### src/rtl/mc_pkg.sv
// -----------------------------------------------------------------------------
// mc_pkg
// Shared definitions for the multi-cycle controller: instruction opcode and
// funct constants, the controller state enum, the datapath mux/ALU encodings
// and small decode helpers used by DECODE.
// -----------------------------------------------------------------------------
package mc_pkg;

    // Opcodes (IR[31:26])
    localparam logic [5:0] OP_R     = 6'd0;
    localparam logic [5:0] OP_JAL   = 6'd3;
    localparam logic [5:0] OP_BEQ   = 6'd4;
    localparam logic [5:0] OP_BNE   = 6'd5;
    localparam logic [5:0] OP_ADDI  = 6'd8;
    localparam logic [5:0] OP_ADDIU = 6'd9;
    localparam logic [5:0] OP_SLTI  = 6'd10;
    localparam logic [5:0] OP_LW    = 6'd35;
    localparam logic [5:0] OP_SW    = 6'd43;

    // R-type funct codes (IR[5:0])
    localparam logic [5:0] FN_JR      = 6'd8;
    localparam logic [5:0] FN_SYSCALL = 6'd12;
    localparam logic [5:0] FN_ADD     = 6'd32;

    typedef enum logic [3:0] {
        ST_FETCH  = 4'd0,
        ST_DECODE = 4'd1,
        ST_EXEC   = 4'd2,
        ST_ADDR   = 4'd3,
        ST_MEM    = 4'd4,
        ST_WB     = 4'd5,
        ST_BRANCH = 4'd6,
        ST_JUMP   = 4'd7,
        ST_HALT   = 4'd8,
        ST_FAULT  = 4'd9
    } state_t;

    // pc_src
    localparam logic [1:0] PC_ALU    = 2'd0;
    localparam logic [1:0] PC_RS     = 2'd1;
    localparam logic [1:0] PC_JUMP   = 2'd2;
    localparam logic [1:0] PC_BRANCH = 2'd3;

    // alu_src_b
    localparam logic [1:0] ALUB_RT   = 2'd0;
    localparam logic [1:0] ALUB_FOUR = 2'd1;
    localparam logic [1:0] ALUB_SIMM = 2'd2;
    localparam logic [1:0] ALUB_ZIMM = 2'd3;

    // alu_cmd
    localparam logic [2:0] ALU_ADD = 3'd0;
    localparam logic [2:0] ALU_SUB = 3'd2;
    localparam logic [2:0] ALU_SLT = 3'd3;

    // reg_dst
    localparam logic [1:0] RD_RD = 2'd0;
    localparam logic [1:0] RD_RT = 2'd1;
    localparam logic [1:0] RD_RA = 2'd2;

    // wb_src
    localparam logic [1:0] WB_ALU = 2'd0;
    localparam logic [1:0] WB_MEM = 2'd1;
    localparam logic [1:0] WB_PC  = 2'd2;

    // True when opcode/funct is part of the supported subset.
    function automatic logic is_legal(input logic [5:0] op, input logic [5:0] fn);
        case (op)
            OP_R:    is_legal = (fn == FN_JR) || (fn == FN_SYSCALL) || (fn == FN_ADD);
            OP_JAL, OP_BEQ, OP_BNE, OP_ADDI, OP_ADDIU, OP_SLTI, OP_LW, OP_SW:
                     is_legal = 1'b1;
            default: is_legal = 1'b0;
        endcase
    endfunction

    // State following DECODE for a legal instruction.
    function automatic state_t legal_next(input logic [5:0] op, input logic [5:0] fn);
        case (op)
            OP_R: begin
                if (fn == FN_JR)           legal_next = ST_JUMP;
                else if (fn == FN_SYSCALL) legal_next = ST_HALT;
                else                       legal_next = ST_EXEC;
            end
            OP_JAL:                        legal_next = ST_JUMP;
            OP_BEQ, OP_BNE:                legal_next = ST_BRANCH;
            OP_ADDI, OP_ADDIU, OP_SLTI:    legal_next = ST_EXEC;
            OP_LW, OP_SW:                  legal_next = ST_ADDR;
            default:                       legal_next = ST_FETCH;
        endcase
    endfunction

endpackage

### src/rtl/multicycle_controller_mem_wait_timer.sv
// -----------------------------------------------------------------------------
// mem_wait_timer
// Counts consecutive cycles a memory request has been left unanswered and
// flags when the count reaches MEM_TIMEOUT. MEM_TIMEOUT = 0 disables it.
// Ports: clk, rst_n (sync active-low), waiting (request pending, not ready),
//        clear (request finished or not in a memory state), expired.
// -----------------------------------------------------------------------------
module mem_wait_timer #(
    parameter int MEM_TIMEOUT = 15
) (
    input  logic clk,
    input  logic rst_n,
    input  logic waiting,
    input  logic clear,
    output logic expired
);
    localparam int            CW      = (MEM_TIMEOUT < 1) ? 1 : $clog2(MEM_TIMEOUT + 1);
    localparam logic [CW-1:0] C_LIMIT = CW'(MEM_TIMEOUT);
    localparam logic [CW-1:0] C_SAT   = {CW{1'b1}};
    localparam logic [CW-1:0] C_ONE   = CW'(1);
    localparam logic [CW-1:0] C_ZERO  = {CW{1'b0}};
    localparam bit            EN      = (MEM_TIMEOUT != 0);

    logic [CW-1:0] r_cnt;

    // Saturating count of not-ready cycles in the current memory state.
    always_ff @(posedge clk) begin
        if (!rst_n) begin
            r_cnt <= C_ZERO;
        end else if (clear) begin
            r_cnt <= C_ZERO;
        end else if (waiting && (r_cnt != C_SAT)) begin
            r_cnt <= r_cnt + C_ONE;
        end else begin
            r_cnt <= r_cnt;
        end
    end

    assign expired = EN && (r_cnt == C_LIMIT);

endmodule

### src/rtl/multicycle_controller.sv
// -----------------------------------------------------------------------------
// multicycle_controller
// Control FSM for a shared-datapath multi-cycle CPU (add, jr, syscall, jal,
// beq, bne, addi, addiu, slti, lw, sw), one state per cycle, with a memory
// ready handshake guarded by a timeout and sticky halted/fault status.
// Inputs : clk, rst_n (sync active-low), opcode, funct, alu_zero, mem_ready.
// Outputs: mem_req, mem_we, iord, ir_we, pc_we, pc_src, alu_src_a,
//          alu_src_b, alu_cmd, reg_we, reg_dst, wb_src, halted, fault, state.
// Build option: define ILLEGAL_TRAP_EN to send unsupported instructions to
// FAULT; otherwise they retire as a NOP (DECODE -> FETCH).
// -----------------------------------------------------------------------------
module multicycle_controller
    import mc_pkg::*;
#(
    parameter int MEM_TIMEOUT = 15
) (
    input  logic       clk,
    input  logic       rst_n,
    input  logic [5:0] opcode,
    input  logic [5:0] funct,
    input  logic       alu_zero,
    input  logic       mem_ready,
    output logic       mem_req,
    output logic       mem_we,
    output logic       iord,
    output logic       ir_we,
    output logic       pc_we,
    output logic [1:0] pc_src,
    output logic       alu_src_a,
    output logic [1:0] alu_src_b,
    output logic [2:0] alu_cmd,
    output logic       reg_we,
    output logic [1:0] reg_dst,
    output logic [1:0] wb_src,
    output logic       halted,
    output logic       fault,
    output logic [3:0] state
);
    state_t     r_state;
    state_t     w_next;
    logic [5:0] r_op_q;
    logic [5:0] r_funct_q;
    logic       r_halted;
    logic       r_fault;

    logic       w_waiting;
    logic       w_expired;

    logic       w_mem_req, w_mem_we, w_iord, w_ir_we, w_pc_we, w_alu_src_a, w_reg_we;
    logic [1:0] w_pc_src, w_alu_src_b, w_reg_dst, w_wb_src;
    logic [2:0] w_alu_cmd;

    // Any cycle that is not an unanswered memory request clears the timer,
    // which covers every exit from FETCH/MEM.
    assign w_waiting = ((r_state == ST_FETCH) || (r_state == ST_MEM)) && !mem_ready;

    mem_wait_timer #(.MEM_TIMEOUT(MEM_TIMEOUT)) u_timer (
        .clk     (clk),
        .rst_n   (rst_n),
        .waiting (w_waiting),
        .clear   (!w_waiting),
        .expired (w_expired)
    );

    // Next-state selection; a ready response always beats a timeout match.
    always_comb begin
        w_next = r_state;
        case (r_state)
            ST_FETCH: begin
                if (mem_ready)      w_next = ST_DECODE;
                else if (w_expired) w_next = ST_FAULT;
                else                w_next = ST_FETCH;
            end
            ST_DECODE: begin
                if (is_legal(opcode, funct)) begin
                    w_next = legal_next(opcode, funct);
                end else begin
`ifdef ILLEGAL_TRAP_EN
                    w_next = ST_FAULT;
`else
                    w_next = ST_FETCH;
`endif
                end
            end
            ST_EXEC:   w_next = ST_WB;
            ST_ADDR:   w_next = ST_MEM;
            ST_MEM: begin
                if (mem_ready)      w_next = (r_op_q == OP_LW) ? ST_WB : ST_FETCH;
                else if (w_expired) w_next = ST_FAULT;
                else                w_next = ST_MEM;
            end
            ST_WB:     w_next = ST_FETCH;
            ST_BRANCH: w_next = ST_FETCH;
            ST_JUMP:   w_next = ST_FETCH;
            ST_HALT:   w_next = ST_HALT;
            ST_FAULT:  w_next = ST_FAULT;
            default:   w_next = ST_FETCH;
        endcase
    end

    // State register, captured instruction fields and sticky status flags.
    always_ff @(posedge clk) begin
        if (!rst_n) begin
            r_state   <= ST_FETCH;
            r_op_q    <= 6'd0;
            r_funct_q <= 6'd0;
            r_halted  <= 1'b0;
            r_fault   <= 1'b0;
        end else begin
            r_state <= w_next;
            if (r_state == ST_DECODE) begin
                r_op_q    <= opcode;
                r_funct_q <= funct;
            end
            if (w_next == ST_HALT)  r_halted <= 1'b1;
            if (w_next == ST_FAULT) r_fault  <= 1'b1;
        end
    end

    // Per-state control decode; pc_we in BRANCH and FETCH/MEM handshake terms
    // are the only outputs that look at live inputs.
    always_comb begin
        w_mem_req   = 1'b0;
        w_mem_we    = 1'b0;
        w_iord      = 1'b0;
        w_ir_we     = 1'b0;
        w_pc_we     = 1'b0;
        w_pc_src    = PC_ALU;
        w_alu_src_a = 1'b0;
        w_alu_src_b = ALUB_RT;
        w_alu_cmd   = ALU_ADD;
        w_reg_we    = 1'b0;
        w_reg_dst   = RD_RD;
        w_wb_src    = WB_ALU;
        case (r_state)
            ST_FETCH: begin
                w_mem_req   = 1'b1;
                w_alu_src_b = ALUB_FOUR;
                w_ir_we     = mem_ready;
                w_pc_we     = mem_ready;
            end
            ST_EXEC: begin
                w_alu_src_a = 1'b1;
                case (r_op_q)
                    OP_ADDI:  w_alu_src_b = ALUB_SIMM;
                    OP_ADDIU: w_alu_src_b = ALUB_ZIMM;
                    OP_SLTI: begin
                        w_alu_src_b = ALUB_SIMM;
                        w_alu_cmd   = ALU_SLT;
                    end
                    default:  w_alu_src_b = ALUB_RT;
                endcase
            end
            ST_ADDR: begin
                w_alu_src_a = 1'b1;
                w_alu_src_b = ALUB_SIMM;
            end
            ST_MEM: begin
                w_mem_req = 1'b1;
                w_iord    = 1'b1;
                w_mem_we  = (r_op_q == OP_SW);
            end
            ST_WB: begin
                w_reg_we  = 1'b1;
                w_reg_dst = ((r_op_q == OP_R) && (r_funct_q == FN_ADD)) ? RD_RD : RD_RT;
                w_wb_src  = (r_op_q == OP_LW) ? WB_MEM : WB_ALU;
            end
            ST_BRANCH: begin
                w_alu_src_a = 1'b1;
                w_alu_cmd   = ALU_SUB;
                w_pc_src    = PC_BRANCH;
                w_pc_we     = ((r_op_q == OP_BEQ) && alu_zero) ||
                              ((r_op_q == OP_BNE) && !alu_zero);
            end
            ST_JUMP: begin
                w_pc_we = 1'b1;
                if (r_op_q == OP_JAL) begin
                    w_pc_src  = PC_JUMP;
                    w_reg_we  = 1'b1;
                    w_reg_dst = RD_RA;
                    w_wb_src  = WB_PC;
                end else begin
                    w_pc_src  = PC_RS;
                end
            end
            default: begin
            end
        endcase
    end

    // Hold every output low while reset is asserted.
    assign mem_req   = rst_n & w_mem_req;
    assign mem_we    = rst_n & w_mem_we;
    assign iord      = rst_n & w_iord;
    assign ir_we     = rst_n & w_ir_we;
    assign pc_we     = rst_n & w_pc_we;
    assign pc_src    = rst_n ? w_pc_src    : 2'd0;
    assign alu_src_a = rst_n & w_alu_src_a;
    assign alu_src_b = rst_n ? w_alu_src_b : 2'd0;
    assign alu_cmd   = rst_n ? w_alu_cmd   : 3'd0;
    assign reg_we    = rst_n & w_reg_we;
    assign reg_dst   = rst_n ? w_reg_dst   : 2'd0;
    assign wb_src    = rst_n ? w_wb_src    : 2'd0;
    assign halted    = rst_n & r_halted;
    assign fault     = rst_n & r_fault;
    assign state     = rst_n ? r_state     : 4'd0;

endmodule

### config.mk
export PLATFORM = sky130hd
export DESIGN_NAME = multicycle_controller
export DESIGN_NICKNAME = d
export VERILOG_FILES = /design/src/rtl/mc_pkg.sv /design/src/rtl/multicycle_controller_mem_wait_timer.sv /design/src/rtl/multicycle_controller.sv
export SDC_FILE = /design/constraint.sdc
export NUM_CORES = 1
export LEC_CHECK = 0
export CAP_MARGIN = 30
export CORE_MARGIN = 5
export CORE_UTILIZATION = 43
export CTS_CLUSTER_DIAMETER = 150
export CTS_CLUSTER_SIZE = 10
export DETAILED_ROUTE_END_ITERATION = 8
export PLACE_DENSITY = 0.83
export RECOVER_POWER = 50
export SLEW_MARGIN = 20
export SYNTH_ARGS = -nofsm -noshare
export SYNTH_HDL_FRONTEND = slang
export SYNTH_HIERARCHICAL = 1
export SYNTH_SLANG_ARGS = --single-unit
export TNS_END_PERCENT = 20
### constraint.sdc
create_clock -name clk -period 3.1 [get_ports clk]
set_input_delay 0.775 -clock clk [delete_from_list [all_inputs] [get_ports clk]]
set_output_delay 0.775 -clock clk [all_outputs]
set_load 0.02 [all_outputs]
==> impl_metrics.tcl <==
set metrics [dict create \
    status "finished clean" \
    htreeDepth 1 \
    tightest_slew_ps 562 \
    synth_cells 188 \
    dr.pass1.iters 4 \
    holdBufCountCts 0 \
    grt_use_total_pct 16.3 \
    critical-path-max-stage-delay_ps 600 \
    hold_class "flop to flop" \
    rsz0062_at_grt "true" \
    grt_pass1_wl_um 5810 \
    worstPathArrival_ps 2280 \
    place_worst_setup_slack_ps -265 \
    met3_usage_pct 2.66 \
    cts_made_buffers 3 \
    fin_ws_ps 48.8 \
    r2r_cells 6 \
    grt_use_met2_pct 27.0 \
    dieArea_mm2 0.00459 \
    cap_violations 0 \
    synth_seq_cells 22 \
    port_buffers 38 \
    drc 0 \
    tns_ps 0 \
    diodes 0 \
    grt_max_degree 17 \
    area_growth_syn_to_layout_pct 32.1 \
    utilization_pct 57.6 \
    hpwl_um 2850 \
    wl_per_cell_um 12.8 \
    cts.sinks 22 \
    r2r-start "r_state[3]" \
    grt-busiest-layer "met2" \
    worstSetupPathType "input pin to output pin" \
    dr_total_vias 1455 \
    synth_edf_count 0 \
    start_util_pct 43.6 \
    grt.met1_usage_pct 21.0 \
    synth-warning-count 6 \
    hold_viol_final 0 \
    gp_congestion 0.890 \
    layout.cells.most_common "nand2_1" \
    io_pins 40 \
    rows 21 \
    drive_gt1_share_pct 11.3 \
    relSlewSlack_pct 62.4 \
    cts_setup_buffers 0 \
    synth_cell_type_count 49 \
    grt_overflow_total 0 \
    antenna_found_initial 0 \
    wirelength_um 3540 \
    avgViaCountPerCell 5.25 \
    crit_path_start_kind "input pin" \
    insertion_delay_ps 300 \
    syn_nets 205 \
    cp_slowest_cell "clkdlybuf4s50_1" \
    clk_pin_slew_worst_paths_ps 110 \
    finish.net_count 250 \
    reg2reg_to "u_timer/r_cnt[0]" \
    crit_family "buffers and inverters" \
    cts_max_path_buffers 2 \
    crit_path_max_fanout 4 \
    die-height_um 67.7 \
    crit_buf_inv 4 \
    fin_worst_skew_ps 0.946 \
    pwr_density_cell_mw_per_mm2 287 \
    ir_drop_v 0.000195 \
    syn_avg_cell_area_um2 7.62 \
    crit_path_end "state[2]" \
    first_global_vias 1302 \
    stdcell_count 277 \
    layout_common_cells "30 x nand2_1, 22 x dfxtp_1, 17 x clkdlybuf4s50_1, 14 x buf_4" \
    synth.yosys.seq_area_share_pct 30.7 \
    fmax_mhz 328 \
    finalCriticalPeriod_ps 3050 \
    n_fill_cell 310 \
    core_area_mm2 0.00328 \
    fp.dieW_um 67.7 \
    dp.cells 274 \
    cp_data_required_time_ps 2320 \
    timing.critical_path.from "rst_n" \
    root_buffer "clkbuf_4" \
    cts_tree "done" \
    reg2reg_slack_ps 1390 \
    async_reset_ff_share_pct 0 \
    setup_viol 0 \
    cp.depth 5 \
    synth_area_mm2 0.00143 \
    antenna_left 0 \
    maxSlewViolCount 0 \
    fin_crit_sh_pct 98.4 \
    synth_flop_cell "dfxtp_1" \
    drt_iter0_drc 48 \
    worstPathCellList "clkdlybuf4s50_1 -> buf_4 -> and2_1 -> buf_4 -> clkdlybuf4s50_1" \
    p_leak_nw 0.793 \
    cp-end-kind "output pin" \
]
==> how the worst min path moves through the flow <==
stage,start,endpoint,depth (start not counted)
2_1_floorplan,r_funct_q[5],r_funct_q[5],2
3_3_place_gp,r_funct_q[5],r_funct_q[5],2
3_5_place_dp,r_funct_q[1],r_funct_q[1],2
4_1_cts,r_funct_q[3],r_funct_q[3],2
5_1_grt,r_funct_q[3],r_funct_q[3],2
6_report,r_funct_q[3],r_funct_q[3],2
==> per-layer routing <==
layer | vias to the layer above | routed length (um)
met5 | - | 0
met4 | 0 | 34
met3 | 2 | 206
met2 | 38 | 1670
met1 | 662 | 1630
li1 | 753 | -
==> cells by family (layout without fill, tap and decap cells) <==
kind of cell             count (synthesis)  in the layout  share of synthesized area (%)
flip-flops                              22             22                           30.7
AO/OA/AOI/OAI                           46             46                           21.2
AND/OR/NAND/NOR                         97             97                           38.5
buffers and inverters                   18             61                           6.38
multiplexers                             1              1                          0.786
other                                    1              1                          0.262
XOR/XNOR                                 2              2                           1.22
adder cells (fa/ha/maj)                  1              1                          0.873
==> layout make-up <==
type	instances	area (um^2)	share of cell area (%)
Clock buffer	3	22.5	1.19
Inverter	6	22.5	1.19
Multi-Input combinational cell	148	896	47.4
Sequential cell	22	440	23.3
Tap cell	46	57.6	3.04
Timing Repair Buffer	52	453	23.9
==> worst min-delay path: cells and delay by family (launching register included) <==
| family | cells | cell delay, ps |
|---|---|---|
| compound gates | 1 | 50 |
| flops | 1 | 320 |
| simple gates | 1 | 50 |
==> metrics by stage <==
step                total power (W)  instance area [um^2]  hold WS (ps)
floorplan                  0.000374                  1430           430
global placement           0.000429                  1910           442
detailed placement         0.000431                  1910           449
CTS                        0.000551                  1910           464
global route               0.000570                  1890           480
finish                     0.000543                  1890           460
==> timing repair <==
item / CTS / global route
pin swaps: 0 / 0
resized for setup: 18 / 14
setup endpoints to repair: 18 / 10
==> where the power goes <==
part / switching [W] / internal (W)
Sequential: 0.0000106 / 0.000293
Clock: 0.0000781 / 0.0000453
Combinational: 0.0000607 / 0.0000558
==> Yosys cell counts (all sizes together), types with 2 or more instances <==
cell	n	area [um^2]
or3	2	12.5
and4	2	17.5
or2	2	12.5
nor4	4	31.3
o22ai	2	12.5
a21oi	11	55.1
nand3b	2	15.0
nand2	30	113
and4b	2	21.3
o21ai	8	40.0
o21bai	3	22.5
dfxtp	22	440
buf	8	53.8
nand2b	10	70.1
inv	5	18.8
nor2	11	41.3
nor4b	4	35.0
a31oi	2	12.5
clkbuf	4	15.0
a21boi	13	97.6
and3	4	25.0
and2	9	56.3
nor3	7	51.3
nand3	5	25.0
==> flip-flops by register name (all words and copies together) (netlist names) <==
register       flops
r_state            4
u_timer/r_cnt      4
r_op_q             6
r_fault            1
r_funct_q          6
r_halted           1
Power figures use the tool's default switching activity.
